**src/rtl/wbm_cmd_initiator.sv**
```systemverilog
`default_nettype none
// ============================================================================
// Module   : wbm_cmd_initiator
// Brief    : Wishbone classic-cycle initiator. One valid/ready command becomes
//            one WB read/write cycle; the result returns on a response port.
//            Optional bus-hang timeout enabled by defining WBM_TIMEOUT_EN.
// Revision : 1.0 - initial release
// ============================================================================
module wbm_cmd_initiator #(
  parameter int AW       = 32,
  parameter int DW       = 32,
  parameter int TOUT_CYC = 255
) (
  input  logic            wb_clk_i,
  input  logic            wb_rst_n,
  input  logic            cmd_valid_i,
  output logic            cmd_ready_o,
  input  logic            cmd_we_i,
  input  logic [DW/8-1:0] cmd_sel_i,
  input  logic [AW-1:0]   cmd_adr_i,
  input  logic [DW-1:0]   cmd_dat_i,
  output logic            rsp_valid_o,
  input  logic            rsp_ready_i,
  output logic [DW-1:0]   rsp_dat_o,
  output logic            rsp_err_o,
  output logic            rsp_tout_o,
  output logic            wbm_cyc_o,
  output logic            wbm_stb_o,
  output logic            wbm_we_o,
  output logic [DW/8-1:0] wbm_sel_o,
  output logic [AW-1:0]   wbm_adr_o,
  output logic [DW-1:0]   wbm_dat_o,
  input  logic [DW-1:0]   wbm_dat_i,
  input  logic            wbm_ack_i,
  input  logic            wbm_err_i,
  output logic            busy_o
);

  localparam int         c_SW        = DW / 8;
  localparam logic [1:0] c_ST_IDLE   = 2'd0;
  localparam logic [1:0] c_ST_BUS    = 2'd1;
  localparam logic [1:0] c_ST_RESP   = 2'd2;

  logic [1:0]      r_state,     w_state_nxt;
  logic            r_cmd_ready, w_cmd_ready_nxt;
  logic            r_busy,      w_busy_nxt;
  logic            r_cyc,       w_cyc_nxt;
  logic            r_we,        w_we_nxt;
  logic [c_SW-1:0] r_sel,       w_sel_nxt;
  logic [AW-1:0]   r_adr,       w_adr_nxt;
  logic [DW-1:0]   r_dat,       w_dat_nxt;
  logic            r_rsp_valid, w_rsp_valid_nxt;
  logic [DW-1:0]   r_rsp_dat,   w_rsp_dat_nxt;
  logic            r_rsp_err,   w_rsp_err_nxt;

  logic w_accept;
  logic w_tout_hit;
  logic w_tout_abort;
  logic w_bus_done;

`ifdef WBM_TIMEOUT_EN
  localparam int                 c_CNT_W     = ($clog2(TOUT_CYC + 1) > 8) ? $clog2(TOUT_CYC + 1) : 8;
  localparam logic [c_CNT_W-1:0] c_TOUT_LAST = c_CNT_W'(TOUT_CYC - 1);

  logic [c_CNT_W-1:0] r_tcnt, w_tcnt_nxt;
  logic               r_rsp_tout, w_rsp_tout_nxt;

  assign w_tout_hit = (r_tcnt == c_TOUT_LAST);
  assign rsp_tout_o = r_rsp_tout;
`else
  assign w_tout_hit = 1'b0;
  assign rsp_tout_o = 1'b0;
`endif

  assign w_accept     = cmd_valid_i & r_cmd_ready;
  // A slave response on the abort edge takes precedence over the timeout.
  assign w_tout_abort = w_tout_hit & ~wbm_ack_i & ~wbm_err_i;
  assign w_bus_done   = wbm_ack_i | wbm_err_i | w_tout_hit;

  always_ff @(posedge wb_clk_i or negedge wb_rst_n) begin : p_state_reg
    if (!wb_rst_n) begin
      r_state     <= c_ST_IDLE;
      r_cmd_ready <= 1'b1;
      r_busy      <= 1'b0;
      r_cyc       <= 1'b0;
      r_we        <= 1'b0;
      r_sel       <= '0;
      r_adr       <= '0;
      r_dat       <= '0;
      r_rsp_valid <= 1'b0;
      r_rsp_dat   <= '0;
      r_rsp_err   <= 1'b0;
`ifdef WBM_TIMEOUT_EN
      r_tcnt      <= '0;
      r_rsp_tout  <= 1'b0;
`endif
    end else begin
      r_state     <= w_state_nxt;
      r_cmd_ready <= w_cmd_ready_nxt;
      r_busy      <= w_busy_nxt;
      r_cyc       <= w_cyc_nxt;
      r_we        <= w_we_nxt;
      r_sel       <= w_sel_nxt;
      r_adr       <= w_adr_nxt;
      r_dat       <= w_dat_nxt;
      r_rsp_valid <= w_rsp_valid_nxt;
      r_rsp_dat   <= w_rsp_dat_nxt;
      r_rsp_err   <= w_rsp_err_nxt;
`ifdef WBM_TIMEOUT_EN
      r_tcnt      <= w_tcnt_nxt;
      r_rsp_tout  <= w_rsp_tout_nxt;
`endif
    end
  end

  always_comb begin : p_next_state
    w_state_nxt = r_state;
    case (r_state)
      c_ST_IDLE: if (w_accept)    w_state_nxt = c_ST_BUS;
      c_ST_BUS:  if (w_bus_done)  w_state_nxt = c_ST_RESP;
      c_ST_RESP: if (rsp_ready_i) w_state_nxt = c_ST_IDLE;
      default:                    w_state_nxt = c_ST_IDLE;
    endcase
  end

  // Computes the next value of every registered output; bus fields simply
  // hold their last value once the cycle ends.
  always_comb begin : p_outputs
    w_cyc_nxt       = r_cyc;
    w_we_nxt        = r_we;
    w_sel_nxt       = r_sel;
    w_adr_nxt       = r_adr;
    w_dat_nxt       = r_dat;
    w_rsp_valid_nxt = r_rsp_valid;
    w_rsp_dat_nxt   = r_rsp_dat;
    w_rsp_err_nxt   = r_rsp_err;
`ifdef WBM_TIMEOUT_EN
    w_tcnt_nxt      = r_tcnt;
    w_rsp_tout_nxt  = r_rsp_tout;
`endif
    case (r_state)
      c_ST_IDLE: begin
        if (w_accept) begin
          w_cyc_nxt  = 1'b1;
          w_we_nxt   = cmd_we_i;
          w_sel_nxt  = cmd_sel_i;
          w_adr_nxt  = cmd_adr_i;
          w_dat_nxt  = cmd_dat_i;
`ifdef WBM_TIMEOUT_EN
          w_tcnt_nxt = '0;
`endif
        end
      end
      c_ST_BUS: begin
        if (w_bus_done) begin
          w_cyc_nxt       = 1'b0;
          w_rsp_valid_nxt = 1'b1;
          w_rsp_err_nxt   = wbm_err_i | w_tout_abort;
          w_rsp_dat_nxt   = (r_we | wbm_err_i | w_tout_abort) ? '0 : wbm_dat_i;
`ifdef WBM_TIMEOUT_EN
          w_rsp_tout_nxt  = w_tout_abort;
        end else begin
          w_tcnt_nxt      = r_tcnt + c_CNT_W'(1);
`endif
        end
      end
      c_ST_RESP: begin
        if (rsp_ready_i) w_rsp_valid_nxt = 1'b0;
      end
      default: begin
        w_cyc_nxt       = 1'b0;
        w_rsp_valid_nxt = 1'b0;
      end
    endcase
    w_cmd_ready_nxt = (w_state_nxt == c_ST_IDLE);
    w_busy_nxt      = (w_state_nxt != c_ST_IDLE);
  end

  assign cmd_ready_o = r_cmd_ready;
  assign busy_o      = r_busy;
  assign wbm_cyc_o   = r_cyc;
  assign wbm_stb_o   = r_cyc;
  assign wbm_we_o    = r_we;
  assign wbm_sel_o   = r_sel;
  assign wbm_adr_o   = r_adr;
  assign wbm_dat_o   = r_dat;
  assign rsp_valid_o = r_rsp_valid;
  assign rsp_dat_o   = r_rsp_dat;
  assign rsp_err_o   = r_rsp_err;

endmodule
`default_nettype wire

```
**config.mk**
```make
export PLATFORM = sky130hd
export DESIGN_NAME = wbm_cmd_initiator
export DESIGN_NICKNAME = d
export VERILOG_FILES = /design/src/rtl/wbm_cmd_initiator.sv
export SDC_FILE = /design/constraint.sdc
export NUM_CORES = 1
export LEC_CHECK = 0
export CORE_UTILIZATION = 43
export DETAILED_ROUTE_END_ITERATION = 7
export PLACE_DENSITY_LB_ADDON = 0.1
export SLEW_MARGIN = 20
export SYNTH_ARGS = -nofsm -noshare
export SYNTH_HDL_FRONTEND = slang
export SYNTH_SLANG_ARGS = --single-unit
```
**constraint.sdc**
```tcl
create_clock -name wb_clk_i -period 2.89 [get_ports wb_clk_i]
set_clock_uncertainty 0.15 [all_clocks]
set_input_delay 0.289 -clock wb_clk_i [delete_from_list [all_inputs] [get_ports wb_clk_i]]
set_output_delay 0.289 -clock wb_clk_i [all_outputs]
set_load 0.01 [all_outputs]
```
==> flow_metrics.py, run 1 <==
metrics = {
    "setup_path": {
        "criticalPathCategory": "reg2reg",
        "cp_data_arrival_time_ns": 2.07,
        "cp_top_family": "flip-flops",
        "worst-path-max-fanout": 63,
        "timing.critical_path.to_type": "register",
        "crit_slowest_cell": "dfstp_2",
        "cpPeakStageDelay_ns": 0.53,
        "timing.critical_path.required_ns": 2.98,
        "setup.worst_path.start_class": "register",
        "cell_chain_critical_path": "and2_1 > nor3b_4 > buf_12 > mux2_2",
        "worst-path-buf-inv": 1,
    },
    "logic_synthesis": {
        "ys_warn_count": 0,
        "syn_area_um2": 4320,
        "avg_inst_size_synth_um2": 14.0,
        "post-synth-top-area-fraction_pct": 61.9,
        "yosysUniqueCellTypes": 20,
        "netlist_top_cells_area": "dfrtp_1 (62%), mux2_2 (16%), mux2i_1 (7.6%)",
        "postSynthRegisterBits": 108,
        "synth.net_count": 416,
        "yosysTopAreaCell": "dfrtp_1",
        "syn-instance-count": 309,
        "synth_sequential_area_ratio_pct": 62.5,
    },
    "die": {
        "core_area_um2": 9770,
        "start_util_pct": 44.2,
        "num_rows": 36,
        "floorplan.die.height_um": 102,
        "io-pin-count": 215,
        "design.die.area_um2": 10500,
        "dieWidth_um": 102,
    },
    "global_route": {
        "global_route.usage.met2_pct": 34.9,
        "global_route.peak_usage_layer": "met2",
        "grt_util_all_layers_pct": 20.2,
        "use_met3_pct": 6.29,
        "grt_antenna_before_repair": 0,
        "grt_pass1_wl_mm": 16.1,
        "first_global_vias": 3181,
        "grt_start_max_net_pins": 64,
        "global_route.overflow_total": 0,
        "grt.met1_usage_pct": 24.0,
    },
    "route": {
        "drt_iter0_markers": 25,
        "drt_wl_total_mm": 10.3,
        "drt_drc_violations_left": 0,
        "via_per_inst": 4.63,
        "drt.antenna.violating_nets": 0,
        "wire_per_inst_um": 15.6,
        "vias": 3061,
        "detail_route.first_pass.iterations": 4,
    },
    "power_and_ir_drop": {
        "total_leakage_power_nw": 2.82,
        "irDropWorstVdd_mv": 0.453,
        "power.density_cell_area_nw_per_um2": 1040,
    },
    "finish": {
        "post-route-cell-area_um2": 6770,
        "n_antenna_cell": 0,
        "finalCoreUtilization_pct": 69.3,
        "num-nets-final": 630,
        "share_of_final_layout_standard_cells_stronger_than_drive_strength_1_pct": 17.0,
        "area_growth_syn_to_layout_pct": 56.6,
    },
    "sta": {
        "final-setup-viol-count": 0,
        "slew_headroom_pct": 58.8,
        "rsz0062_at_grt": "false",
        "worst_margin_slew_ns": 0.617,
        "min_period_ns": 1.98,
        "final-max-slew-violation-count": 0,
        "period_share_pct": 68.6,
        "setup_tns_ns": 0,
        "final.hold.worst_slack_ns": 0.322,
        "fmaxAchievable_mhz": 504,
        "hold_viol_final": 0,
    },
    "clocking": {
        "post_cts_sizing": 0,
        "cts-root-buf": "clkbuf_8",
        "clk_pin_slew_worst_paths_ns": 0.10,
        "clock_latency_ns": 0.35,
        "cts_buffers": 9,
        "cts_htree_levels": 3,
        "cts_tree": "built",
        "tritoncts_num_sinks": 108,
        "cts_buffer_depth": 2,
    },
    "placed_design": {
        "place.detailed.hpwl_mm": 7.62,
        "placed_area_um2": 6560,
        "place_congestion": 0.736,
        "place.port_buffers": 213,
    },
    "status": {
        "outcome": "completed",
    },
    "job": {
        "maxCapViolCount": 0,
    },
    "hold_path": {
        "worst_hold_path_type": "in2reg",
    },
}
-- tightest hold or removal path, stage by stage --
cell,delay [ns]
clkdlybuf4s50_1,0.39
nand2_1,0.05
mux2i_1,0.06
-- cells in the mapped netlist (all sizes together) --
| cell | number |
|---|---|
| dfrtp | 107 |
| dfstp | 1 |
| nand2 | 33 |
| a21o | 3 |
| a22o | 1 |
| conb | 1 |
| clkbuf | 3 |
| mux2 | 69 |
| o21ai | 1 |
| o31ai | 2 |
| nor2b | 2 |
| nor3b | 1 |
| and2 | 1 |
| mux2i | 33 |
| buf | 14 |
| nor2 | 4 |
| inv | 33 |
-- path summary, 6_finish.rpt --
path                                     startpoint                         to  slack (ns)  depth (start not counted)
max reg2reg                   cmd_ready_o$_DFF_PN1_  wbm_dat_o[15]$_DFFE_PN0P_        0.91                          4
max in group asynchronous                  wb_rst_n   wbm_dat_o[7]$_DFFE_PN0P_        1.53                          3
min in group asynchronous                  wb_rst_n  wbm_dat_o[17]$_DFFE_PN0P_        0.34                          2
max                           cmd_ready_o$_DFF_PN1_  wbm_dat_o[15]$_DFFE_PN0P_        0.91                          4
min                                   wbm_dat_i[20]  rsp_dat_o[20]$_DFFE_PN0P_        0.32                          3
min reg2reg                wbm_adr_o[5]$_DFFE_PN0P_   wbm_adr_o[5]$_DFFE_PN0P_        0.34                          1
-- where the power goes --
group	internal (mW)	total (mW)	switching (mW)
registers	2.26	2.66	0.401
logic	2.13	3.44	1.32
clock network	0.447	0.934	0.488
total	4.84	7.04	2.20
-- registers in the layout, indices dropped and copies added, names as in the netlist --
name	cells
r_state	2
wbm_adr_o	32
rsp_err_o	1
rsp_dat_o	32
busy_o	1
wbm_dat_o	32
wbm_sel_o	4
wbm_cyc_o	1
wbm_we_o	1
rsp_valid_o	1
cmd_ready_o	1
-- layout by cell type, fill, tap and decap left out --
master           netlist  routed
a21o_1                 3       3
a22o_1                 1       1
and2_1                 1       1
buf_12                 0       3
buf_4                  4       4
bufinv_16              0       1
clkbuf_1               3       1
clkbuf_8               0      11
clkdlybuf4s50_1        0     212
clkinv_2               0       2
clkinvlp_4             0       1
conb_1                 1       1
dfrtp_1              107     107
dfstp_2                1       1
dlygate4sd3_1          0       1
inv_1                 33      33
mux2_1                 6       6
mux2_2                63      63
mux2i_1               33      33
nand2_1               33      33
nor2_1                 4       3
nor2_2                 0       1
nor2b_2                1       1
nor2b_4                0       1
nor3b_4                1       1
o21ai_0                1       1
o31ai_1                2       2
-- routing by layer --
metal,share of wire (%),routed length (µm),vias up
met1,39,4020,1491
met3,9.2,946,10
li1,-,-,1433
met4,1.3,134,0
met5,0,0,-
met2,50,5180,127
-- through the flow --
stage | power [mW] | instances | setup slack (ns)
after floorplan | 4.29 | 309 | 1.02
after global placement | 6.05 | 644 | 0.727
after detailed placement | 6.19 | 644 | 0.684
after CTS | 7.13 | 661 | 0.904
after global routing | 7.48 | 661 | 0.851
final | 7.04 | 661 | 0.907
-- cells by family after synthesis --
family,Yosys count,synth area share [%]
flip-flops,108,62.5
multiplexers,102,25.6
buffers and inverters,50,6.43
AND/OR/NAND/NOR,41,4.14
AO/OA/AOI/OAI,7,1.19
other,1,0.0867
-- area by class of cell --
type | instances | area (µm²)
inverters | 33 | 124
repair buffers | 220 | 2220
clock inverters | 4 | 47.5
clock buffers | 12 | 155
fillers | 757 | 3000
well taps | 133 | 166
multi-input cells | 151 | 1350
flip-flops and latches | 108 | 2700
-- timing repair --
| action | CTS | global route |
|---|---|---|
| hold buffers | 1 | 0 |
| setup endpoints to repair | 0 | 0 |
| buffers inserted | 0 | 0 |
| endpoints found under the hold margin | 45 | 0 |
Power figures use the tool's default switching activity.
==> run 2: changes to the inputs <==
--- a/config.mk
+++ b/config.mk
@@ -5,7 +5,7 @@
 export SDC_FILE = /design/constraint.sdc
 export NUM_CORES = 1
 export LEC_CHECK = 0
-export CORE_UTILIZATION = 43
+export CORE_UTILIZATION = 40
 export DETAILED_ROUTE_END_ITERATION = 7
 export PLACE_DENSITY_LB_ADDON = 0.1
 export SLEW_MARGIN = 20
==> constraint.sdc (replaced) <==
create_clock -name wb_clk_i -period 1.9 [get_ports wb_clk_i]
set_clock_uncertainty 0.15 [all_clocks]
set_input_delay 0.19 -clock wb_clk_i [delete_from_list [all_inputs] [get_ports wb_clk_i]]
set_output_delay 0.19 -clock wb_clk_i [all_outputs]
set_load 0.01 [all_outputs]
==> flow_metrics.py, run 2 (synthesized netlist as in run 1, its figures left out) <==
metrics = {
    "status": {
        "outcome": "finished, violations left",
        "failed_checks": "setup timing",
    },
    "setup_path": {
        "crit_slowest_cell": "dfstp_2",
        "timing.critical_path.required_ns": 2.01,
        "cell_chain_critical_path": "and2_4 > nor3b_4 > buf_6 > clkbuf_16 > mux2_2",
        "criticalPathCategory": "reg2reg",
        "setup.reg_to_reg.worst_slack_ns": -0.04,
        "cp_data_arrival_time_ns": 2.04,
        "setup.worst_path.start_class": "register",
        "cpPeakStageDelay_ns": 0.54,
        "timing.critical_path.to_type": "register",
        "worst-path-max-fanout": 17,
    },
    "route": {
        "via_per_inst": 4.64,
        "vias": 3114,
        "wire_per_inst_um": 16.0,
        "drt.antenna.violating_nets": 0,
        "detail_route.first_pass.iterations": 4,
        "drt_drc_violations_left": 0,
        "drt_iter0_markers": 46,
        "drt_wl_total_mm": 10.7,
    },
    "sta": {
        "final-max-slew-violation-count": 0,
        "min_period_ns": 1.94,
        "setup_ws_ns": -0.0356,
        "setup_tns_ns": -0.592,
        "rsz0062_at_grt": "true",
        "period_share_pct": 102,
        "final-setup-viol-count": 32,
        "hold_viol_final": 0,
        "fmaxAchievable_mhz": 517,
    },
    "power_and_ir_drop": {
        "power.combinational.fraction_pct": 51.0,
        "irDropWorstVdd_mv": 0.672,
        "power.switching_mw": 3.51,
        "total_leakage_power_nw": 2.95,
        "seqPwrFrac_pct": 36.6,
        "switching_share_of_power_pct": 31.7,
        "pwr-share-clk_pct": 12.4,
        "finalPower_mw": 11.1,
        "power.density_cell_area_nw_per_um2": 1590,
        "power_report.internal_total_mw": 7.58,
    },
    "die": {
        "core_area_um2": 10400,
        "num_rows": 37,
        "dieWidth_um": 106,
        "design.die.area_um2": 11200,
        "io-pin-count": 215,
        "floorplan.die.height_um": 106,
        "start_util_pct": 41.5,
    },
    "placed_design": {
        "place.port_buffers": 213,
        "place.detailed.hpwl_mm": 7.73,
        "place_congestion": 0.750,
        "placed_area_um2": 6630,
    },
    "hold_path": {
        "worst_hold_path_type": "in2async",
    },
    "global_route": {
        "grt_start_max_net_pins": 35,
        "global_route.overflow_total": 0,
        "grt_util_all_layers_pct": 18.6,
        "grt_pass1_wl_mm": 16.2,
        "use_met3_pct": 5.95,
        "grt.met1_usage_pct": 22.7,
        "grt_antenna_before_repair": 0,
        "global_route.peak_usage_layer": "met2",
        "global_route.usage.met2_pct": 31.1,
        "first_global_vias": 3231,
    },
    "finish": {
        "fillCellCount": 792,
        "area_growth_syn_to_layout_pct": 61.9,
        "share_of_final_layout_standard_cells_stronger_than_drive_strength_1_pct": 18.7,
        "n_antenna_cell": 0,
        "mostFrequentLayoutCells": "clkdlybuf4s50_1 (212), dfrtp_1 (107), mux2_2 (45)",
        "multi_input_area_um2": 1430,
        "post-route-cell-area_um2": 7000,
        "footprint_of_the_flip_flops_and_latches_um2": 2700,
        "layout_commonest_cell": "clkdlybuf4s50_1",
        "num-nets-final": 637,
    },
    "clocking": {
        "cts_tree": "built",
        "cts_htree_levels": 3,
        "tritoncts_num_sinks": 108,
        "cts_buffer_depth": 2,
        "clock_latency_ns": 0.36,
        "clk_pin_slew_worst_paths_ns": 0.11,
        "cts-root-buf": "clkbuf_8",
        "cts_buffers": 9,
    },
    "job": {
        "maxCapViolCount": 0,
    },
}
-- run 2: cell types whose count changed in the layout (fill, tap and decap cells not counted), moves of 2 or more --
| cell | before | now |
|---|---|---|
| inv_6 | 0 | 2 |
| mux2_2 | 63 | 45 |
| clkbuf_16 | 0 | 3 |
| buf_12 | 3 | 7 |
| mux2_4 | 0 | 19 |
-- run 2: power groups by stage --
| stage | sequential, mW | combinational (mW) | clock, mW |
|---|---|---|---|
| floorplan | 4.57 | 1.96 | 0 |
| global placement | 4.05 | 5.27 | 0 |
| detailed placement | 4.10 | 5.38 | 0 |
| CTS | 4.06 | 5.39 | 1.41 |
| global route | 4.22 | 6.01 | 1.52 |
| finish | 4.06 | 5.66 | 1.37 |
-- run 2: metrics by stage --
step	util (%)	hold slack (ns)	cells	setup WS, ns
final	67.2	0.194	671	-0.0356
after global routing	67.2	0.211	671	-0.0844
after CTS	65.6	0.188	667	0.00253
after detailed placement	63.7	0.0239	650	-0.118
after global placement	63.7	0.0131	650	-0.0784
after floorplan	-	-0.256	309	0.0292
-- run 2: layout make-up --
type / count / share of cell area [%]
Sequential cell: 108 / 38.6
Inverter: 33 / 1.77
Timing Repair Buffer: 227 / 34.0
Tap cell: 136 / 2.43
Clock inverter: 5 / 0.608
Multi-Input combinational cell: 151 / 20.4
Clock buffer: 11 / 2.16
-- run 2: what timing repair did --
item / in CTS / in global routing
gates resized for setup: 0 / 21
hold endpoints to repair: 102 / 0
hold buffers: 1 / 0
setup endpoints to repair: 0 / 63
setup buffers: 0 / 1
-- run 2: worst paths after layout --
check / startpoint / end / cells after the start
worst max-delay path: cmd_ready_o$_DFF_PN1_ / wbm_adr_o[11]$_DFFE_PN0P_ / 5
worst min-delay path: wb_rst_n / wbm_adr_o[19]$_DFFE_PN0P_ / 2
worst max register to register: cmd_ready_o$_DFF_PN1_ / wbm_adr_o[11]$_DFFE_PN0P_ / 5
worst min register to register: rsp_valid_o$_DFFE_PN0P_ / rsp_valid_o$_DFFE_PN0P_ / 1
max in group asynchronous: wb_rst_n / cmd_ready_o$_DFF_PN1_ / 3
min in group wb_clk_i: wbm_dat_i[13] / rsp_dat_o[13]$_DFFE_PN0P_ / 3
-- run 2: per-layer routing --
layer  vias up  part of all wire [%]
li1       1447                     -
met1      1519                    41
met2       138                    49
met3        10                   8.6
met4         0                   1.2
met5         -                     0
-- run 2: critical path: cells and delay by family (launching register included) --
| kind | cells | cell delay [ns] |
|---|---|---|
| AND/OR/NAND/NOR | 2 | 0.39 |
| multiplexers | 1 | 0.35 |
| flip-flops | 1 | 0.54 |
| buffers and inverters | 2 | 0.40 |
